[src/rtl/alu_issue_ctrl.sv]
// Four-state issue sequencer for an RV32I ADD/SUB/ADDI/BNE datapath.
// One instruction per 4 cycles: accept (IDLE) -> DECODE -> EXEC -> WB.
module alu_issue_ctrl #(
  parameter int ADDRESS_WIDTH = 5,
  parameter int DATA_WIDTH    = 32,
  parameter int CNT_WIDTH     = 16
) (
  input  logic                     clk,
  input  logic                     rst_n,
  input  logic [31:0]              instr,
  input  logic                     instr_valid,
  output logic                     instr_ready,
  input  logic                     EQ,
  output logic [ADDRESS_WIDTH-1:0] rs1,
  output logic [ADDRESS_WIDTH-1:0] rs2,
  output logic [ADDRESS_WIDTH-1:0] rd,
  output logic                     RegWrite,
  output logic                     ALUsrc,
  output logic                     ALUctrl,
  output logic [DATA_WIDTH-1:0]    immOp,
  output logic                     done,
  output logic                     br_taken,
  output logic [DATA_WIDTH-1:0]    br_offset,
  output logic                     illegal,
  output logic [CNT_WIDTH-1:0]     retired
);

  typedef enum logic [1:0] {IDLE, DECODE, EXEC, WB} state_t;

  state_t                state;
  logic                  wr_pend;
  logic                  bne_pend;

  logic [6:0]            opcode;
  logic [2:0]            funct3;
  logic [6:0]            funct7;
  logic                  is_add, is_sub, is_addi, is_bne, legal;
  logic [DATA_WIDTH-1:0] imm_i, imm_b;

  // Decode straight from the input word so the DECODE-cycle outputs can be registered at the accept edge.
  always_comb begin
    opcode  = instr[6:0];
    funct3  = instr[14:12];
    funct7  = instr[31:25];
    is_add  = (opcode == 7'b0110011) && (funct3 == 3'b000) && (funct7 == 7'b0000000);
    is_sub  = (opcode == 7'b0110011) && (funct3 == 3'b000) && (funct7 == 7'b0100000);
    is_addi = (opcode == 7'b0010011) && (funct3 == 3'b000);
    is_bne  = (opcode == 7'b1100011) && (funct3 == 3'b001);
    legal   = is_add | is_sub | is_addi | is_bne;
    imm_i   = {{(DATA_WIDTH-12){instr[31]}}, instr[31:20]};
    imm_b   = {{(DATA_WIDTH-13){instr[31]}}, instr[31], instr[7], instr[30:25], instr[11:8], 1'b0};
  end

  always_ff @(posedge clk or negedge rst_n) begin
    if (!rst_n) begin
      state       <= IDLE;
      instr_ready <= 1'b1;
      rs1         <= '0;
      rs2         <= '0;
      rd          <= '0;
      RegWrite    <= 1'b0;
      ALUsrc      <= 1'b0;
      ALUctrl     <= 1'b0;
      immOp       <= '0;
      done        <= 1'b0;
      br_taken    <= 1'b0;
      br_offset   <= '0;
      illegal     <= 1'b0;
      retired     <= '0;
      wr_pend     <= 1'b0;
      bne_pend    <= 1'b0;
    end else begin
      case (state)
        IDLE: begin
          if (instr_valid) begin
            state       <= DECODE;
            instr_ready <= 1'b0;
            rs1         <= ADDRESS_WIDTH'(instr[19:15]);
            rs2         <= ADDRESS_WIDTH'(instr[24:20]);
            rd          <= ADDRESS_WIDTH'(instr[11:7]);
            ALUsrc      <= is_addi;
            ALUctrl     <= is_sub | is_bne;
            immOp       <= is_addi ? imm_i : (is_bne ? imm_b : '0);
            illegal     <= ~legal;
            wr_pend     <= (is_add | is_sub | is_addi) && (instr[11:7] != 5'd0);
            bne_pend    <= is_bne;
          end
        end
        DECODE: begin
          illegal <= 1'b0;
          if (illegal) begin
            state       <= IDLE;
            instr_ready <= 1'b1;
          end else begin
            state <= EXEC;
          end
        end
        EXEC: begin
          // EQ is captured here, at the end of the operand-settle cycle.
          state     <= WB;
          RegWrite  <= wr_pend;
          done      <= 1'b1;
          br_taken  <= bne_pend & ~EQ;
          br_offset <= bne_pend ? immOp : '0;
          retired   <= retired + CNT_WIDTH'(1);
        end
        default: begin
          state       <= IDLE;
          instr_ready <= 1'b1;
          RegWrite    <= 1'b0;
          done        <= 1'b0;
          br_taken    <= 1'b0;
          br_offset   <= '0;
        end
      endcase
    end
  end

endmodule
[config.mk]
export PLATFORM = sky130hd
export DESIGN_NAME = alu_issue_ctrl
export DESIGN_NICKNAME = d
export VERILOG_FILES = /design/src/rtl/alu_issue_ctrl.sv
export SDC_FILE = /design/constraint.sdc
export NUM_CORES = 1
export LEC_CHECK = 0
export CAP_MARGIN = 20
export CELL_PAD_IN_SITES_DETAIL_PLACEMENT = 0
export CELL_PAD_IN_SITES_GLOBAL_PLACEMENT = 1
export CORE_MARGIN = 2
export CORE_UTILIZATION = 28
export DETAILED_ROUTE_END_ITERATION = 10
export HOLD_SLACK_MARGIN = 0.1
export PLACE_DENSITY = 0.88
export RECOVER_POWER = 100
export SETUP_SLACK_MARGIN = 0.3
export SLEW_MARGIN = 40
export SYNTH_ARGS = -nofsm -noshare
export SYNTH_HDL_FRONTEND = slang
export SYNTH_SLANG_ARGS = --single-unit
export TNS_END_PERCENT = 30
[constraint.sdc]
create_clock -name clk -period 1.5 [get_ports clk]
set_input_delay 0.3 -clock clk [delete_from_list [all_inputs] [get_ports clk]]
set_output_delay 0.3 -clock clk [all_outputs]
set_load 0.01 [all_outputs]
==> results of run 1 <==
state kept, by name (all words and copies together), names as in the netlist, 2 cells and up:
register / count
rs1: 5
rs2: 5
state: 2
rd: 5
br_offset: 13
retired: 16
immOp: 13
through the flow:
stage / worst slack, ns / hold slack (ns)
CTS: -0.008602 / 0.3188
detailed placement: -0.8084 / 0.2164
global route: -0.02825 / 0.2808
floorplan: -0.2325 / 0.004409
finish: 0.01876 / 0.2763
global placement: -0.7366 / 0.2102
logic make-up after synthesis:
kind of cell,after synthesis,share of synthesized area
adder cells (fa/ha/maj),1,0.003985
AO/OA/AOI/OAI,42,0.08968
multiplexers,4,0.01435
flip-flops,68,0.5424
buffers and inverters,67,0.1263
XOR/XNOR,15,0.04185
AND/OR/NAND/NOR,121,0.1814
synthesized netlist by cell type, types with 3 or more instances:
| cell | number | share of area |
|---|---|---|
| mux2_1 | 4 | 0.014 |
| dfrtp_1 | 67 | 0.53 |
| xnor2_1 | 8 | 0.022 |
| nand2_1 | 75 | 0.090 |
| o21ai_1 | 3 | 0.0048 |
| a22o_1 | 11 | 0.031 |
| nor2_1 | 14 | 0.017 |
| o21ai_0 | 19 | 0.030 |
| nand3_1 | 4 | 0.0064 |
| nor3_1 | 4 | 0.0064 |
| inv_1 | 18 | 0.022 |
| buf_4 | 38 | 0.091 |
| clkbuf_1 | 9 | 0.011 |
| xor2_1 | 7 | 0.020 |
| nand4_1 | 5 | 0.010 |
path summary, 6_finish.rpt:
check | startpoint | to | slack (ns) | cells past startpoint
worst min-delay path | instr[27] | immOp[7] | 0.28 | 2
min in group asynchronous | rst_n | done | 0.48 | 2
max in group asynchronous | rst_n | rd[4] | 0.19 | 3
worst max register to register | retired[2] | retired[11] | 0.03 | 6
worst min register to register | retired[15] | retired[15] | 0.47 | 1
worst max-delay path | instr[5] | immOp[3] | 0.02 | 6
power by group through the flow:
stage	Combinational (mW)	Clock (mW)	Sequential [mW]
final	2.62	1.70	2.51
after global routing	2.83	1.84	2.55
after CTS	2.13	1.74	2.46
after detailed placement	2.02	0	2.50
after global placement	1.98	0	2.49
after floorplan	0.711	0	2.61
cells in the final DEF, fill, tap and decap left out, types with 6 or more instances in the layout:
master / netlist / final
nand2_2: 0 / 17
nand2_4: 0 / 10
nor2_1: 14 / 8
buf_2: 2 / 48
a22o_1: 11 / 11
clkbuf_8: 0 / 9
xnor2_1: 8 / 8
o21ai_1: 3 / 14
clkdlybuf4s50_1: 0 / 20
nand2_1: 75 / 48
buf_6: 0 / 81
buf_4: 38 / 36
inv_1: 18 / 18
xor2_1: 7 / 7
dfrtp_1: 67 / 63
nor2_4: 0 / 6
metal layers:
metal | wire length (um) | share of wire
met4 | 139 | 0.015
met1 | 3769 | 0.39
met5 | 0 | 0
met3 | 554 | 0.058
met2 | 5084 | 0.53
area by class of cell:
class / instances / area, um^2
Clock inverter: 7 / 98.84
Clock buffer: 9 / 123.9
Fill cell: 1011 / 5423
Timing Repair Buffer: 205 / 1912
Multi-Input combinational cell: 183 / 1380
Sequential cell: 68 / 1708
Tap cell: 140 / 175.2
Inverter: 18 / 67.56
repair_timing:
item | CTS | global route
resized for setup | 516 | 101
endpoints found under the hold margin | 18 | 0
pin swaps | 34 | 38
endpoints found under the setup margin | 160 | 159
gates cloned | 3 | 4
buffers inserted | 21 | 7
hold buffers | 1 | 0
==> metrics.md, run 1 <==
| Metric | Value |
|---|---|
| Io pins | 138 |
| Syn Std Cell Area | 3139 um^2 |
| Design Area, Final | 5465 um^2 |
| Number of DRC markers in iteration 0 | 75 |
| Grt peak-use layer | met2 |
| CP max FO | 5 |
| CP arrival | 1.72 ns |
| Total vias in the final route | 2810 |
| Fin cells | 630 |
| Ys Warns | 0 |
| Fmax | 675.1 MHz |
| Placed cell count | 578 |
| Critical-path cell list | buf_6 -> or4b_4 -> nor3_4 -> buf_6 -> mux2_4 -> a22o_1 |
| CP Buf/Inv Count | 2 |
| Antenna Cells | 0 |
| Clock latency on the worst-skew pair | 0.34 ns |
| Total track usage | 0.1571 |
| Crit path time final | 1.481 ns |
| # setup viols final | 0 |
| Async S/R FF share, synth | 1.000 |
| Max cap viols | 0 |
| Synth Instances | 318 |
| Drt first pass iters | 5 |
| Top delay family on crit path | simple AND/OR/NAND/NOR gates |
| Sw Ratio | 0.3389 |
| Number of synthesized register bits | 68 |
| Clock tree root driver cell | clkbuf_8 |
| Num rows | 38 |
| Grt met3 use | 0.04090 |
| Worst endpoint required time | 1.74 ns |
| RePlAce Congestion | 0.7348 |
| Normalized max-slew margin | 0.6324 |
| # clock sinks | 68 |
| CTS buffer count | 9 |
| Final Hold Fails | 0 |
| Setup repair after global routing missed its margin | true |
| DRC violations left | 0 |
| Internal power | 4.517 mW |
| Worst setup EP type | flop |
| Status | complete, no violations |
| Pin count of the biggest net entering global routing | 33 |
| Comb pwr share | 0.384 |
| Hold WC Path Type | in2reg |
| Die Y | 109.9 um |
| Psw | 2.315 mW |
| Port Buf Inserts | 137 |
| Peak per-stage delay on the critical path | 0.55 ns |
| Final global-route overflow total | 0 |
| Critical-path top delay cell | or4b_4 |
| Clk slew on worst S/H paths | 0.08 ns |
| GR Layer Usage met1 | 0.1858 |
| Setup TNS | 0 ns |
| Register area share after synthesis | 0.5424 |
| Worst Tran Pin Value | 0.5514 ns |
| Routed wire length | 9547 um |
| IR drop worst, VDD | 657.4 uV |
| Starting density of the core | 0.2883 |
| Part of the power in registers | 0.367 |
| Clock power share | 0.249 |
| Power consumption | 6.832 mW |
| Slew Limit Fails | 0 |
| Die width | 109.9 um |
| CTS tree | built |
| Post-synth EDFFs | 0 |
| Drt wl/cell | 15.15 um |
| Crit Path Class | in2reg |
| Distinct cells, synth | 42 |
| Vias in the first global route | 2837 |
| Vias per cell | 4.460 |
| Met2 GRT Util | 0.2778 |
| Core footprint | 10890 um^2 |
| Final Cycle Share | 0.9875 |
| Nets@finish | 522 |
| Most used cell, CP | buf_6 |
| Clock buffer depth | 2 |
| Setup crit start kind | input pin |
| Primary FF master, synth | dfrtp_1 |
| Max H-tree Level | 3 |
| Layout cells sized above 1 | 0.5286 |
| Post-DP Area | 4668 um^2 |
| First-pass GRT wire length | 14700 um |
| Die area | 12070 um^2 |
| Leakage dissipation | 2.731 nW |
| Antenna violations before repair | 0 |
| Layout Area Growth over Synthesis | 74.09% |
| Post-DP HPWL | 6385 um |
| Syn avg cell area | 9.872 um^2 |
| Antenna violation net count after detailed routing | 0 |
| Clk_skew | 0.01057 ns |
| Power per Cell Area | 1250 nW/um^2 |
| Util after Layout | 0.5020 |
| Mapped Nets | 355 |
No activity file was read; power rests on OpenSTA's default activity.
==> inputs of run 2 (changes only) <==
--- a/config.mk
+++ b/config.mk
@@ -11,6 +11,7 @@
 export CORE_MARGIN = 2
 export CORE_UTILIZATION = 28
 export DETAILED_ROUTE_END_ITERATION = 10
+export GPL_ROUTABILITY_DRIVEN = 0
 export HOLD_SLACK_MARGIN = 0.1
 export PLACE_DENSITY = 0.88
 export RECOVER_POWER = 100
==> results of run 2 <==
Final layout, timing and power as in run 1 (identical DEF).
==> inputs of run 3 (changes only) <==
--- a/config.mk
+++ b/config.mk
@@ -12,6 +12,7 @@
 export CORE_UTILIZATION = 28
 export DETAILED_ROUTE_END_ITERATION = 10
 export GPL_ROUTABILITY_DRIVEN = 0
+export GPL_TIMING_DRIVEN = 0
 export HOLD_SLACK_MARGIN = 0.1
 export PLACE_DENSITY = 0.88
 export RECOVER_POWER = 100
==> metrics.md, run 3 (synthesis gave the netlist of run 1 again) <==
| Metric | Value |
|---|---|
| Status | finished, violations left |
| Failing checks | setup timing |
| Layout cells sized above 1 | 0.3857 (-0.1429) |
| Total track usage | 0.1545 (-0.002588) |
| Reg-to-reg startpoint | state[0] |
| Most common cell after layout, fill and taps aside | buf_6 |
| Die Y | 109.9 um (unchanged) |
| CTS buffer count | 9 (unchanged) |
| Routed wire length | 9535 um (-0.13%) |
| Max reg flops | 16 (unchanged) |
| Most frequent cells in the layout | buf_6, dfrtp_1, nand2_1, clkbuf_1, clkdlybuf4s50_1 |
| Final Hold Fails | 0 (unchanged) |
| Die area | 12070 um^2 (unchanged) |
| # clock sinks | 68 (unchanged) |
| Io pins | 138 (unchanged) |
| Hold WC Path Type | in2reg |
| Antenna Cells | 0 (unchanged) |
| Clk_skew | 0.008741 ns (-0.001826 ns) |
| Vias in the first global route | 2772 (-2.3%) |
| Top flop regs | retired x16, br_offset x13, immOp x13 |
| Worst setup EP type | primary output |
| Number of DRC markers in iteration 0 | 100 (+33%) |
| Max H-tree Level | 3 (unchanged) |
| Leakage dissipation | 2.515 nW (-7.9%) |
| Clock buffer depth | 2 (unchanged) |
| Worst Reg-to-Reg Cells | 8 (+2) |
| Setup repair after global routing missed its margin | true |
| Antenna violations before repair | 0 (unchanged) |
| Final global-route overflow total | 0 (unchanged) |
| Vias per cell | 4.449 (-0.24%) |
| Max cap viols | 0 (unchanged) |
| Crit Path Class | reg2out |
| Final Cycle Share | 1.076 (+0.08897) |
| Drt first pass iters | 4 (-1) |
| Die width | 109.9 um (unchanged) |
| Setup WS pre-CTS | -0.8336 ns (-0.02518 ns) |
| CP max FO | 6 (+1) |
| Hold Path Origin | instr[27] |
| Pin count of the biggest net entering global routing | 39 (+18%) |
| Setup TNS | -3.427 ns (-3.427 ns) |
| Post-DP Area | 4752 um^2 (+1.8%) |
| # setup viols final | 70 (+70) |
| Port Buf Inserts | 137 (unchanged) |
| Power per Cell Area | 1152 nW/um^2 (-7.8%) |
| Clock tree root driver cell | clkbuf_8 |
| Setup crit start kind | flop |
| First-pass GRT wire length | 14330 um (-2.5%) |
| Clock latency on the worst-skew pair | 0.35 ns (about the same) |
| Worst Slack Setup Final | -0.1147 ns (-0.1335 ns) |
| Post-DP HPWL | 6305 um (-1.2%) |
| Clk slew on worst S/H paths | 0.08 ns (about the same) |
| Starting density of the core | 0.2883 (unchanged) |
| Fmax | 619.3 MHz (-8.3%) |
| Layout Area Growth over Synthesis | 69.71% |
| Placed cell count | 596 (+3.1%) |
| Normalized max-slew margin | 0.4504 (-0.1820) |
| Crit path time final | 1.615 ns (+0.1335 ns) |
| CP arrival | 1.31 ns (-0.41 ns) |
| Hold path cells | 2 (unchanged) |
| Slew Limit Fails | 0 (unchanged) |
| Worst endpoint required time | 1.20 ns (-0.54 ns) |
| Flop2flop setup slack | -0.09 ns (-0.12 ns) |
| Antenna violation net count after detailed routing | 0 (unchanged) |
| Fin cells | 643 (+2.1%) |
| Drt wl/cell | 14.83 um (-2.1%) |
| Hold path endpoint | immOp[7] |
| Top reg by flops | retired |
| Design Area, Final | 5328 um^2 (-2.5%) |
| Num rows | 38 (unchanged) |
| Total vias in the final route | 2861 (+1.8%) |
| DRC violations left | 0 (unchanged) |
| Worst Hold Slack | 0.2024 ns (-0.07384 ns) |
| CTS tree | built |
| Core footprint | 10890 um^2 (unchanged) |
| Nets@finish | 535 (+2.5%) |
| IR drop worst, VDD | 553.6 uV (-16%) |
| Worst Tran Pin Value | 0.8244 ns (+0.2730 ns) |
| R2R Path End | immOp[6] |
## run 3: cell count changes in the layout (fill, tap and decap cells not counted), moves of 4 or more
cell,before,now
buf_2,48,3
buf_4,36,14
buf_6,81,96
buf_8,1,5
clkbuf_1,0,60
clkbuf_2,1,10
dfrtp_2,4,0
dlygate4sd2_1,5,1
nand2_1,48,61
nand2_4,10,0
## run 3: worst max-delay path, cell delays in order, from the launching register on
cell	delay, ns
dfrtp_4	0.51
buf_6	0.15
buf_6	0.11
buf_6	0.10
buf_6	0.11
## run 3: timing repair
item,4_1_cts,5_1_grt
endpoints found under the hold margin,30,0
endpoints found under the setup margin,164,162
pin swaps,36,26
hold buffers,1,0
gates resized for setup,474,163
setup buffers,17,8
cloned,1,4
## run 3: through the flow
step / power, mW / util
floorplan: 3.325 / -
global placement: 4.340 / 0.4345
detailed placement: 4.390 / 0.4365
CTS: 5.982 / 0.4685
global route: 6.517 / 0.4893
finish: 6.138 / 0.4893
## run 3: worst max-delay path by stage
stage,from,to,slack (ns),depth (start not counted)
detailed placement,instr[6],immOp[4],-0.83,5
floorplan,instr[6],immOp[1],-0.23,4
CTS,immOp[30],immOp[22],-0.19,3
global route,state[0],immOp[6],-0.16,8
global placement,rst_n,rs1[1],-2.21,1
finish,br_offset[30],br_offset[22],-0.11,4
## run 3: layout make-up
class | count | area [um^2]
sequential | 68 | 1710
tap | 140 | 175.2
clock buffer | 9 | 123.9
clock inverter | 7 | 100.1
timing repair buffer | 169 | 1365
inverter | 18 | 80.08
fill | 1045 | 5560
multi-input combinational | 183 | 1219
buffer | 49 | 554.3
## run 3: layer usage
layer | track usage | wire length, um
met1 | 0.1885 | 3895
met2 | 0.2581 | 4925
met3 | 0.04268 | 526
met4 | 0.05967 | 188
met5 | 0 | 0
## run 3: report_power, final
part	switching, mW	internal, mW	leakage (nW)
combinational	1.05	0.886	1.50
clock	0.749	0.947	0.114
sequential	0.309	2.20	0.901
total	2.11	4.03	2.51
